[config.mk]
export PLATFORM = sky130hd
export DESIGN_NAME = transition_predictor_flat
export DESIGN_NICKNAME = d
export VERILOG_FILES = /design/src/rtl/transition_predictor_if.sv /design/src/rtl/transition_predictor.sv /design/src/flat_wrapper.sv
export SDC_FILE = /design/constraint.sdc
export NUM_CORES = 1
export LEC_CHECK = 0
export CORE_MARGIN = 1
export CORE_UTILIZATION = 26
export DETAILED_ROUTE_END_ITERATION = 10
export PLACE_DENSITY = 0.48
export SKIP_CTS_REPAIR_TIMING = 1
export SLEW_MARGIN = 20
export SYNTH_ARGS = -nofsm -noshare
export SYNTH_HDL_FRONTEND = slang
export SYNTH_SLANG_ARGS = --single-unit
[constraint.sdc]
create_clock -name clock -period 3.8 [get_ports clock]
set_input_delay 0.38 -clock clock [delete_from_list [all_inputs] [get_ports clock]]
set_output_delay 0.38 -clock clock [all_outputs]
set_load 0.005 [all_outputs]
[src/rtl/transition_predictor_if.sv]
// -----------------------------------------------------------------------------
// transition_predictor_if
// Round handshake between the game front end and the Markov opponent.
//   round_valid  one-cycle pulse, user move committed
//   user[1:0]    user move: 00 rock, 01 scissor, 10 paper, 11 invalid
//   choice[1:0]  computer move for the next round
//   predicted    predicted next user move
//   ready        choice is valid for the next round
//   overrun      one-cycle pulse, a round_valid was dropped while busy
//   last_move    most recently accepted user move
// master: the side that commits rounds; slave: the predictor.
// -----------------------------------------------------------------------------
interface transition_predictor_if;
    logic       round_valid;
    logic [1:0] user;
    logic [1:0] choice;
    logic [1:0] predicted;
    logic       ready;
    logic       overrun;
    logic [1:0] last_move;

    modport master (
        output round_valid, user,
        input  choice, predicted, ready, overrun, last_move
    );

    modport slave (
        input  round_valid, user,
        output choice, predicted, ready, overrun, last_move
    );
endinterface

[src/rtl/transition_predictor.sv]
// -----------------------------------------------------------------------------
// transition_predictor
// First-order Markov opponent for rock-paper-scissors. Counts how often each
// user move follows each previous user move, predicts the most likely next
// move and offers the move that beats it.
//
// Ports:
//   clock  system clock (CLOCK_50)
//   reset  synchronous, active-high
//   bus    transition_predictor_if.slave (round_valid/user in,
//          choice/predicted/ready/overrun/last_move out)
// Parameters:
//   CNT_W  width of each transition counter (saturates at 2^CNT_W-1)
// Build option:
//   PREDICTOR_DECAY_EN  when defined, a saturated counter halves its row
//                       (one counter per cycle) before incrementing; when
//                       undefined, a saturated counter simply stays at max.
// -----------------------------------------------------------------------------
module transition_predictor #(
    parameter int CNT_W = 4
) (
    input  logic                   clock,
    input  logic                   reset,
    transition_predictor_if.slave  bus
);

    localparam logic [CNT_W-1:0] CNT_MAX = '1;

`ifdef PREDICTOR_DECAY_EN
    typedef enum logic [2:0] {EMPTY, READY, UPDATE, PREDICT, HALVE} state_t;
`else
    typedef enum logic [2:0] {EMPTY, READY, UPDATE, PREDICT} state_t;
`endif

    state_t           state, state_nxt;
    logic [CNT_W-1:0] cnt [3][3];
    logic [1:0]       prev;
    logic [1:0]       last_move_r;
    logic [1:0]       predicted_r;
    logic [1:0]       choice_r;
    logic             overrun_r;
    logic             has_prev;
`ifdef PREDICTOR_DECAY_EN
    logic [1:0]       idx;
    logic             do_halve;
    logic             start_halve;
`endif

    logic             vld_mv;
    logic             accept;
    logic             drop;
    logic             do_inc;
    logic             do_pred;
    logic [CNT_W-1:0] tgt;
    logic [1:0]       pred_mv;

    // Argmax over one row; strict compare makes ties go to the lowest code.
    function automatic logic [1:0] argmax3(input logic [CNT_W-1:0] c0,
                                           input logic [CNT_W-1:0] c1,
                                           input logic [CNT_W-1:0] c2);
        logic [1:0]       best;
        logic [CNT_W-1:0] bv;
        best = 2'd0;
        bv   = c0;
        if (c1 > bv) begin
            best = 2'd1;
            bv   = c1;
        end
        if (c2 > bv) begin
            best = 2'd2;
        end
        return best;
    endfunction

    // Move that beats m: rock->paper, scissor->rock, paper->scissor.
    function automatic logic [1:0] counter_move(input logic [1:0] m);
        logic [1:0] r;
        case (m)
            2'b00:   r = 2'b10;
            2'b01:   r = 2'b00;
            2'b10:   r = 2'b01;
            default: r = 2'b10;
        endcase
        return r;
    endfunction

    assign tgt     = cnt[prev][last_move_r];
    assign pred_mv = argmax3(cnt[last_move_r][0], cnt[last_move_r][1],
                             cnt[last_move_r][2]);

    assign bus.ready     = (state == EMPTY) || (state == READY);
    assign bus.choice    = choice_r;
    assign bus.predicted = predicted_r;
    assign bus.overrun   = overrun_r;
    assign bus.last_move = last_move_r;

    always_ff @(posedge clock) begin
        if (reset) begin
            state <= EMPTY;
        end else begin
            state <= state_nxt;
        end
    end

    always_comb begin
        state_nxt = state;
        accept    = 1'b0;
        drop      = 1'b0;
        do_inc    = 1'b0;
        do_pred   = 1'b0;
`ifdef PREDICTOR_DECAY_EN
        do_halve    = 1'b0;
        start_halve = 1'b0;
`endif
        // Invalid moves (11) are ignored everywhere, including for overrun.
        vld_mv = bus.round_valid && (bus.user != 2'b11);
        case (state)
            EMPTY, READY: begin
                if (vld_mv) begin
                    accept    = 1'b1;
                    state_nxt = has_prev ? UPDATE : PREDICT;
                end
            end
            UPDATE: begin
                drop = vld_mv;
                if (tgt != CNT_MAX) begin
                    do_inc    = 1'b1;
                    state_nxt = PREDICT;
                end else begin
`ifdef PREDICTOR_DECAY_EN
                    start_halve = 1'b1;
                    state_nxt   = HALVE;
`else
                    state_nxt   = PREDICT;
`endif
                end
            end
`ifdef PREDICTOR_DECAY_EN
            HALVE: begin
                drop     = vld_mv;
                do_halve = 1'b1;
                // After the last entry the retried increment is guaranteed
                // to succeed since the target is now below max.
                if (idx == 2'd2) begin
                    state_nxt = UPDATE;
                end
            end
`endif
            PREDICT: begin
                drop      = vld_mv;
                do_pred   = 1'b1;
                state_nxt = READY;
            end
            default: state_nxt = EMPTY;
        endcase
    end

    always_ff @(posedge clock) begin
        if (reset) begin
            for (int i = 0; i < 3; i++) begin
                for (int j = 0; j < 3; j++) begin
                    cnt[i][j] <= '0;
                end
            end
            prev        <= 2'b00;
            last_move_r <= 2'b00;
            predicted_r <= 2'b00;
            choice_r    <= 2'b10;
            overrun_r   <= 1'b0;
            has_prev    <= 1'b0;
`ifdef PREDICTOR_DECAY_EN
            idx         <= 2'd0;
`endif
        end else begin
            overrun_r <= drop;
            if (accept) begin
                prev        <= last_move_r;
                last_move_r <= bus.user;
                has_prev    <= 1'b1;
            end
            if (do_inc) begin
                cnt[prev][last_move_r] <= tgt + CNT_W'(1);
            end
`ifdef PREDICTOR_DECAY_EN
            if (start_halve) begin
                idx <= 2'd0;
            end
            if (do_halve) begin
                cnt[prev][idx] <= cnt[prev][idx] >> 1;
                idx            <= idx + 2'd1;
            end
`endif
            if (do_pred) begin
                predicted_r <= pred_mv;
                choice_r    <= counter_move(pred_mv);
            end
        end
    end

endmodule

[src/flat_wrapper.sv]
// flat-port wrapper written by rule: the top's interface ports become plain ports
module transition_predictor_flat 
#(
    parameter int CNT_W = 4
)
  (clock, reset, bus_round_valid, bus_user, bus_choice, bus_predicted, bus_ready, bus_overrun, bus_last_move);
  transition_predictor_if bus_i ();
  input  logic clock;
  input  logic reset;
  input wire logic [$bits(bus_i.round_valid)-1:0] bus_round_valid;
  input wire logic [$bits(bus_i.user)-1:0] bus_user;
  output wire logic [$bits(bus_i.choice)-1:0] bus_choice;
  output wire logic [$bits(bus_i.predicted)-1:0] bus_predicted;
  output wire logic [$bits(bus_i.ready)-1:0] bus_ready;
  output wire logic [$bits(bus_i.overrun)-1:0] bus_overrun;
  output wire logic [$bits(bus_i.last_move)-1:0] bus_last_move;
  assign bus_i.round_valid = bus_round_valid;
  assign bus_i.user = bus_user;
  assign bus_choice = bus_i.choice;
  assign bus_predicted = bus_i.predicted;
  assign bus_ready = bus_i.ready;
  assign bus_overrun = bus_i.overrun;
  assign bus_last_move = bus_i.last_move;
  transition_predictor #(.CNT_W(CNT_W)) u_core (.clock(clock), .reset(reset), .bus(bus_i));
endmodule
==> Word-level counts from Yosys, hierarchy flattened <==
Memory sizes are Yosys's and may differ from the RTL's. A register that Yosys moved wholly into a read port is not among the register bits.
Index checks and enable logic that the tools add are counted.
{ "totals": {"ramBits": 36, "word_cells": 60, "output_inout_bits": 8, "n_memories": 1, "ff_bits": 13, "inputBits": 5} }
{ "mem_list": {"columns": ["memory", "words", "word_bits", "read_ports", "rd_clocked_by_memory_dff", "wr", "line_no", "source"], "rows": [
  ["u_core.cnt", 3, 12, 2, 2, 3, "transition_predictor.sv:36", "logic [CNT_W-1:0] cnt [3][3];"]
]} }
{ "op_classes": {"muxes": 29, "reduce_logical": 8, "eq_ne": 8, "n_addsub": 1, "magnitude_cmp": 4, "n_bitwise": 2} }
{ "op_table": {"columns": ["cell", "count"], "rows": [
  ["$mux W12", 3],
  ["$mux W4", 4],
  ["$mux W2", 6],
  ["$reduce_or A12 Y1", 1],
  ["$mux W1", 11],
  ["$pmux W3 S3", 1],
  ["$bmux W4 S2", 1],
  ["$demux W4 S2", 1],
  ["$gt A4 B4 Y1", 2],
  ["$eq A3 B2 Y1 const B", 2],
  ["$reduce_or A2 Y1", 3],
  ["$add A4 B1 Y4 const B", 1],
  ["$ne A4 B4 Y1 const B", 1],
  ["$pmux W2 S2", 1],
  ["$eq A3 B1 Y1 const B", 1],
  ["$ge A3 B3 Y1 const B", 1],
  ["$logic_not A3 Y1", 1],
  ["$lt A3 B1 Y1 const B", 1],
  ["$mux W3", 1],
  ["$not A2 Y3", 1],
  ["$eq A2 B1 Y1 const B", 1],
  ["$eq A2 B2 Y1 const B", 1],
  ["$logic_and A1 B1 Y1", 2],
  ["$ne A2 B1 Y1 const B", 1],
  ["other kinds (3)", 3]
]} }

==> Logic depth before layout (Yosys ltp) <==
Gate-level depths: netlist (run 1).
{ "depth": {"word_depth": 12, "ltp_mapped": 17} }

==> Worst setup path after synthesis (run 1) <==
OpenSTA, ideal clock, no wires.
{ "synth_path": {"kind": "reg-to-reg", "startpoint": "register (tool-made name)", "endpoint": "register u_core.predicted_r[0], in the netlist u_core.bus.predicted[0]", "slack_ns": -0.087, "arrival_ns": 3.817, "setup_ns": 0.070, "path_stages_with_launch": 16, "required_time_ns": 3.730, "cell_sequence": "dfxtp_1 buf_2 mux4_2 ha_1 nor2b_1 o21a_1 o21a_1 o21ai_1 mux2i_1 ha_1 nor2b_1 o21a_1 o21a_1 o21a_1 or3_1 a21oi_1"} }
{ "synth_lines": {"columns": ["item", "line_no", "source"], "rows": [
  ["end signal: assignment", "transition_predictor.sv:194", "predicted_r <= pred_mv;"],
  ["end: declaration", "transition_predictor.sv:39", "logic [1:0] predicted_r;"]
]} }

==> results of run 1 <==
power groups by stage:
| stage | clock network (W) | logic (W) | registers (W) |
|---|---|---|---|
| finish | 0.000806 | 0.000279 | 0.000804 |
| global placement | 0 | 0.000274 | 0.000820 |
| detailed placement | 0 | 0.000279 | 0.000818 |
| global route | 0.000853 | 0.000306 | 0.000807 |
| floorplan | 0 | 0.000204 | 0.000802 |
| CTS | 0.000821 | 0.000281 | 0.000804 |
critical path, delay by kind of cell, from the launching register on:
kind            cells  cell delay, ns
flops               1            0.43
compound gates      7            1.13
mux                 2            0.71
simple gates        3            0.58
fa+ha+maj           2            0.58
kinds of logic (layout without fill, tap and decap cells):
kind of cell               after synthesis  count (layout)  share of synthesized area, %
xor gates and xnor gates                 1               1                         0.255
DFF                                     64              64                          51.2
muxes                                   29              29                          17.1
AOI/OAI and AO/OA                       39              39                          8.69
buffers and inverters                   23              50                          2.91
adders and majority gates                9               9                          3.27
and+or+nand+nor                        107             107                          16.6
flip-flops by register name (all words and copies together), names as in the netlist, named ones only:
register,flops
u_core.has_prev,1
u_core.bus.overrun,1
u_core.prev,2
u_core.bus.predicted,2
u_core.bus.choice,2
u_core.cnt,48
u_core.state,2
u_core.bus.last_move,2
path summary, 6_finish.rpt:
path                        start                      end  slack, ns
min          u_core.bus.choice[0]     u_core.bus.choice[0]       0.46
max              u_core.cnt[0][5]  u_core.bus.predicted[0]       0.30
max reg2reg      u_core.cnt[0][5]  u_core.bus.predicted[0]       0.30
min reg2reg  u_core.bus.choice[0]     u_core.bus.choice[0]       0.46
metrics by stage:
step | area (um^2) | total power [W] | util (%) | setup slack [ns]
3_3_place_gp | 3810 | 0.00109 | 29.9 | 0.311
6_report | 4110 | 0.00189 | 32.2 | 0.300
3_5_place_dp | 3810 | 0.00110 | 29.9 | 0.240
4_1_cts | 4110 | 0.00191 | 32.2 | 0.195
2_1_floorplan | 3440 | 0.00101 | - | 0.0285
5_1_grt | 4110 | 0.00197 | 32.2 | 0.0599
area by class of cell:
cell class	count	area [um^2]	share of cell area, %
Tap cell	172	215	5.23
Sequential cell	64	1760	42.9
Timing Repair Buffer	26	225	5.47
Clock buffer	10	250	6.08
Clock inverter	6	48.8	1.19
Inverter	8	30.0	0.730
Multi-Input combinational cell	185	1580	38.4
per-layer routing:
metal | GRT usage [%] | wire length [um]
met5 | 0 | 0
met2 | 23.5 | 4300
met3 | 3.50 | 531
met4 | 5.74 | 165
met1 | 19.0 | 3940
cells in the final DEF (no fill, tap or decap), types with 2 or more instances in the layout:
cell type | netlist | routed
ha_1 | 9 | 9
a21o_1 | 4 | 4
nor2b_1 | 9 | 9
nor3b_1 | 3 | 3
clkdlybuf4s50_1 | 0 | 12
nor3_1 | 7 | 7
o21bai_1 | 3 | 3
nor4_1 | 4 | 4
nor3_2 | 2 | 2
nor4_2 | 2 | 2
nor2_1 | 35 | 35
mux4_1 | 6 | 6
nand2_1 | 22 | 22
edfxtp_1 | 48 | 48
a21oi_1 | 10 | 10
clkinv_4 | 0 | 2
mux4_2 | 16 | 16
nand4_1 | 2 | 2
nand2b_1 | 7 | 7
clkbuf_16 | 0 | 10
nand2_2 | 2 | 2
dfxtp_1 | 16 | 15
o21a_1 | 5 | 5
o21ai_0 | 5 | 5
mux2i_1 | 7 | 7
nand3_1 | 3 | 3
buf_4 | 0 | 14
inv_1 | 8 | 8
a31o_1 | 2 | 2
Yosys cell counts (2+ instances only):
| cell | instances |
|---|---|
| nor4_1 | 4 |
| o21bai_1 | 3 |
| o21a_1 | 5 |
| nand2_2 | 2 |
| nand2_1 | 22 |
| dfxtp_1 | 16 |
| mux4_2 | 16 |
| nor2_1 | 35 |
| nor3b_1 | 3 |
| inv_1 | 8 |
| mux2i_1 | 7 |
| ha_1 | 9 |
| clkbuf_1 | 8 |
| mux4_1 | 6 |
| nand2b_1 | 7 |
| a31o_1 | 2 |
| buf_2 | 5 |
| nor3_1 | 7 |
| nor2b_1 | 9 |
| a21o_1 | 4 |
| a21oi_1 | 10 |
| nor3_2 | 2 |
| o21ai_0 | 5 |
| nor4_2 | 2 |
| edfxtp_1 | 48 |
| nand3_1 | 3 |
| nand4_1 | 2 |
==> metrics.cfg, run 1 <==
[routing]
drt_pre_antenna_iters = 5
vias_per_cell = 4.93
route.detailed.drc = 0
wl_per_cell_um = 19.0
routed_wl_mm = 8.94
vias = 2322
ant_nets = 0
drtIter0Drc = 161

[clock_network]
cts-root-buf = clkbuf_16
cts_tree = built
cts_buffers = 9
htree_levels = 3
clkTransAtPathRegs_ns = 0.06
clock_latency_ns = 0.33
cts.sinks = 64
clk_path_buf_depth = 2

[global_routing]
grt_pass1_vias = 2347
grt_overflow_total = 0
grt_first_pass_wirelength_mm = 14.0
antenna_found_initial = 0
grt_max_degree = 33
grtUsageTotal_pct = 14.6

[hold_path]
holdPathStages = 2
hold_class = flip-flop to flip-flop

[pwr]
power_frac_seq_pct = 42.6
power.switching_w = 0.000495
p_comb_share_pct = 14.7
swShare_pct = 26.2
vdd_drop_max_uv = 218
power.internal_w = 0.00139
cellLeakagePower_nw = 1.44
cellPowerDensity_nw_per_um2 = 459
p_clk_share_pct = 42.7

[synthesis]
yosys.area.top_type = edfxtp_1
synth.top_cell.area_share_pct = 41.9
yosysSeqAreaShare_pct = 51.2
async_reset_ff_share_pct = 0
synth_edf_count = 48
ys_ff_latch = 64
synth_area_um2 = 3440
ys_types = 49
synth_nets = 286
synthFlopType = edfxtp_1
synthCells = 272
synth_area_leaders = edfxtp_1 42%, mux4_2 10%, dfxtp_1 9.3%
ys_warn_count = 0
syn_area_per_cell_um2 = 12.6

[placed_design]
dp_cells = 455
hpwlAfterDp_mm = 6.85
gp_congestion = 0.808
numPortBuffers = 12

[timing]
finalSetupViolCount = 0
whs_ns = 0.459
rsz0062_at_grt = false
tightestPinTransition_ns = 0.731
finalCritPeriodShare_pct = 92.1
relSlewSlack_pct = 51.2
final_hold_viol_count = 0
slew_viol_final = 0
fmax_mhz = 286
post-route-min-period_ns = 3.50
timing.setup.tns_ns = 0
skew_ns = 0.00570

[layout]
fillers = 1281
nets = 308
diodes = 0
area_delta_synth_final_pct = 19.6
drive_gt1_share_pct = 21.7
stdcell_count = 471

[run]
drv_cap = 0

[worst_setup_path]
required_ns = 4.06
r2r_cells = 14
arrival_ns = 3.76
path_cells = mux4_2, ha_1, nor2b_1, o21a_1, o21a_1, o21ai_2, mux2i_1, ha_1, nor2b_1, o21a_1, o21a_1, o21a_1, or3_1, a21oi_1
endpoint_kind = flip-flop
path_common_cell = o21a_1
critical_path.slowest_cell = mux4_2
path_class = flip-flop to flip-flop
cp_slowest_stage_delay_ns = 0.50
cp_max_fo = 3
startpoint_type = flip-flop

[die]
start_util_pct = 26.9
ios = 13
dieArea_um2 = 13700
die_w_um = 117
floorplan.rows = 41
core_um2 = 12800
fp.dieH_um = 117

[run_status]
outcome = finished, final reports clean

Note: power is estimated with default switching activity, not from simulation.
==> run 2, diff against run 1 <==
--- a/config.mk
+++ b/config.mk
@@ -5,10 +5,9 @@
 export SDC_FILE = /design/constraint.sdc
 export NUM_CORES = 1
 export LEC_CHECK = 0
-export CORE_MARGIN = 1
 export CORE_UTILIZATION = 26
 export DETAILED_ROUTE_END_ITERATION = 10
-export PLACE_DENSITY = 0.48
+export PLACE_DENSITY = 0.51
 export SKIP_CTS_REPAIR_TIMING = 1
 export SLEW_MARGIN = 20
 export SYNTH_ARGS = -nofsm -noshare
==> run 2 against run 1 <==
Compared with the run above:
- global-route usage shrank 0.78 points
- die area is the same
- first-iteration DRC count shrank 25%
- worst hold slack lost 0.0027 ns
- register-to-register slack lost 0.08 ns
- clock skew grew 0.00066 ns
- combinational power is essentially flat
==> metrics.cfg, run 2 (synthesis gave the netlist of run 1 again) <==
[run_status]
outcome = finished, final reports clean  ; unchanged

[layout]
largest_register_ffs = 48  ; unchanged
nets = 310  ; was 308
area_delta_synth_final_pct = 20.7  ; was 19.6%
regMostFlops = u_core.cnt  ; unchanged
multiInputGateArea_um2 = 1580  ; unchanged
final_common_cell = edfxtp_1  ; unchanged
fillers = 1283  ; was 1,281
diodes = 0  ; unchanged
final_cell_mix = 48 x edfxtp_1, 35 x nor2_1, 22 x nand2_1  ; unchanged
register_area_um2 = 1760  ; about the same
stdcell_count = 473  ; was 471
drive_gt1_share_pct = 21.9  ; was 21.7%

[placed_design]
numPortBuffers = 12  ; unchanged
hpwlAfterDp_mm = 6.73  ; was 6.85 mm
dp_cells = 457  ; was 455
gp_congestion = 0.819  ; was 0.808

[routing]
routed_wl_mm = 8.72  ; was 8.94 mm
vias_per_cell = 5.00  ; was 4.93
drt_pre_antenna_iters = 4  ; was 5
route.detailed.drc = 0  ; unchanged
ant_nets = 0  ; unchanged
wl_per_cell_um = 18.4  ; was 19.0 um
drtIter0Drc = 120  ; was 161
vias = 2364  ; was 2,322

[clock_network]
cts_buffers = 9  ; unchanged
cts-root-buf = clkbuf_16  ; unchanged
htree_levels = 3  ; unchanged
clock_latency_ns = 0.33  ; about the same
clk_path_buf_depth = 2  ; unchanged
cts.sinks = 64  ; unchanged
cts_tree = built  ; unchanged
clkTransAtPathRegs_ns = 0.05  ; was 0.06 ns

[worst_setup_path]
path_cells = mux4_2, ha_1, nor2b_1, o21a_1, o21a_1, o21ai_2, mux2i_1, ha_1, nor2b_1, o21a_1, o21a_1, o21a_1, or3_1, a21oi_1  ; unchanged
path_common_cell = o21a_1  ; unchanged
critical_path.slowest_cell = mux4_2  ; unchanged
ff2ff_setup_slack_ns = 0.22  ; was 0.30 ns
crit-reg2reg-capture = u_core.bus.predicted[0]  ; unchanged
cp_slowest_stage_delay_ns = 0.57  ; was 0.50 ns
arrival_ns = 3.84  ; was 3.76 ns
crit_family = compound AO/OA/AOI/OAI gates  ; unchanged
endpoint_kind = flip-flop  ; unchanged
startpoint_type = flip-flop  ; unchanged
timing.critical_path.buf_inv = 0  ; unchanged
required_ns = 4.06  ; about the same
r2r_cells = 14  ; unchanged
path_class = flip-flop to flip-flop  ; unchanged
cp_max_fo = 4  ; was 3

[die]
ios = 13  ; unchanged
floorplan.rows = 41  ; unchanged
dieArea_um2 = 13700  ; unchanged
core_um2 = 12800  ; unchanged
die_w_um = 117  ; unchanged
start_util_pct = 26.9  ; unchanged
fp.dieH_um = 117  ; unchanged

[pwr]
cellPowerDensity_nw_per_um2 = 464  ; was 459 nW/um^2
cellLeakagePower_nw = 1.46  ; was 1.44 nW
vdd_drop_max_uv = 205  ; was 218 uV

[global_routing]
grt_max_degree = 33  ; unchanged
grt_overflow_total = 0  ; unchanged
grt_pass1_vias = 2307  ; was 2,347
grt_first_pass_wirelength_mm = 13.3  ; was 14.0 mm
grtUsageTotal_pct = 13.8  ; was 14.6%
antenna_found_initial = 0  ; unchanged

[hold_path]
hold_class = flip-flop to flip-flop  ; unchanged
hold-path-endpoint = u_core.bus.predicted[0]  ; was u_core.bus.choice[0]
holdPathStages = 2  ; unchanged
min_from = u_core.bus.predicted[0]  ; was u_core.bus.choice[0]

[timing]
slew_viol_final = 0  ; unchanged
timing.setup.tns_ns = 0  ; unchanged
finalSetupViolCount = 0  ; unchanged
fmax_mhz = 279  ; was 286 MHz
post-route-min-period_ns = 3.58  ; was 3.50 ns
relSlewSlack_pct = 53.8  ; was 51.2%
final_hold_viol_count = 0  ; unchanged
tightestPinTransition_ns = 0.692  ; was 0.731 ns
finalCritPeriodShare_pct = 94.2  ; was 92.1%
skew_ns = 0.00636  ; was 0.00570 ns
rsz0062_at_grt = false  ; unchanged

[run]
drv_cap = 0  ; unchanged

[run 2: changes by cell type in the layout (fill, tap and decap cells not counted), sizes merged]
cell    delta
buf        +2
inv        -2
clkbuf     +1
clkinv     +1
[run 2: report_power, final]
part	total [W]	leakage, nW	switching [W]	internal (W)
clock	0.000841	0.157	0.000314	0.000527
sequential	0.000805	0.626	0.0000269	0.000778
combinational	0.000278	0.675	0.000150	0.000129
total	0.00192	1.46	0.000490	0.00143
[run 2: per-layer routing]
metal	wire [um]	GRT usage [%]	up-vias
li1	-	-	1083
met1	4140	18.3	1222
met2	4150	22.2	48
met3	228	2.63	11
met4	205	5.99	0
met5	0	0	-
[run 2: tightest hold or removal path: cells and delay by family, from the launching register on]
kind,cells,cell delay [ns]
DFF,1,0.31
AOI/OAI and AO/OA,1,0.05
and+or+nand+nor,1,0.05
[run 2: per-stage QoR]
| stage | instance area [um^2] | power [W] | hold WS, ns | setup slack (ns) | utilization, % |
|---|---|---|---|---|---|
| finish | 4150 | 0.00192 | 0.456 | 0.219 | 32.5 |
| global route | 4150 | 0.00199 | 0.477 | 0.0241 | 32.5 |
| CTS | 4150 | 0.00193 | 0.465 | 0.156 | 32.5 |
| detailed placement | 3830 | 0.00110 | 0.454 | 0.172 | 30.0 |
| global placement | 3830 | 0.00109 | 0.447 | 0.299 | 30.0 |
| floorplan | 3440 | 0.00101 | 0.441 | 0.0285 | - |
[run 2: how the worst max path moves through the flow]
| stage | start | depth (start not counted) | slack (ns) | endpoint |
|---|---|---|---|---|
| after global placement | flip-flop | 14 | 0.30 | u_core.bus.predicted[0] |
| after floorplan | flip-flop | 15 | 0.03 | u_core.bus.predicted[0] |
| after detailed placement | flip-flop | 14 | 0.17 | u_core.bus.predicted[0] |
| final | flip-flop | 14 | 0.22 | u_core.bus.predicted[0] |
| after global routing | flip-flop | 14 | 0.02 | u_core.bus.predicted[0] |
| after CTS | flip-flop | 14 | 0.16 | u_core.bus.predicted[0] |
[run 2: cell type report]
type | count | share of cell area, %
multi-input combinational | 185 | 38.1
clock inverter | 5 | 1.05
sequential | 64 | 42.4
tap | 172 | 5.18
timing repair buffer | 28 | 5.88
inverter | 8 | 0.723
clock buffer | 11 | 6.63
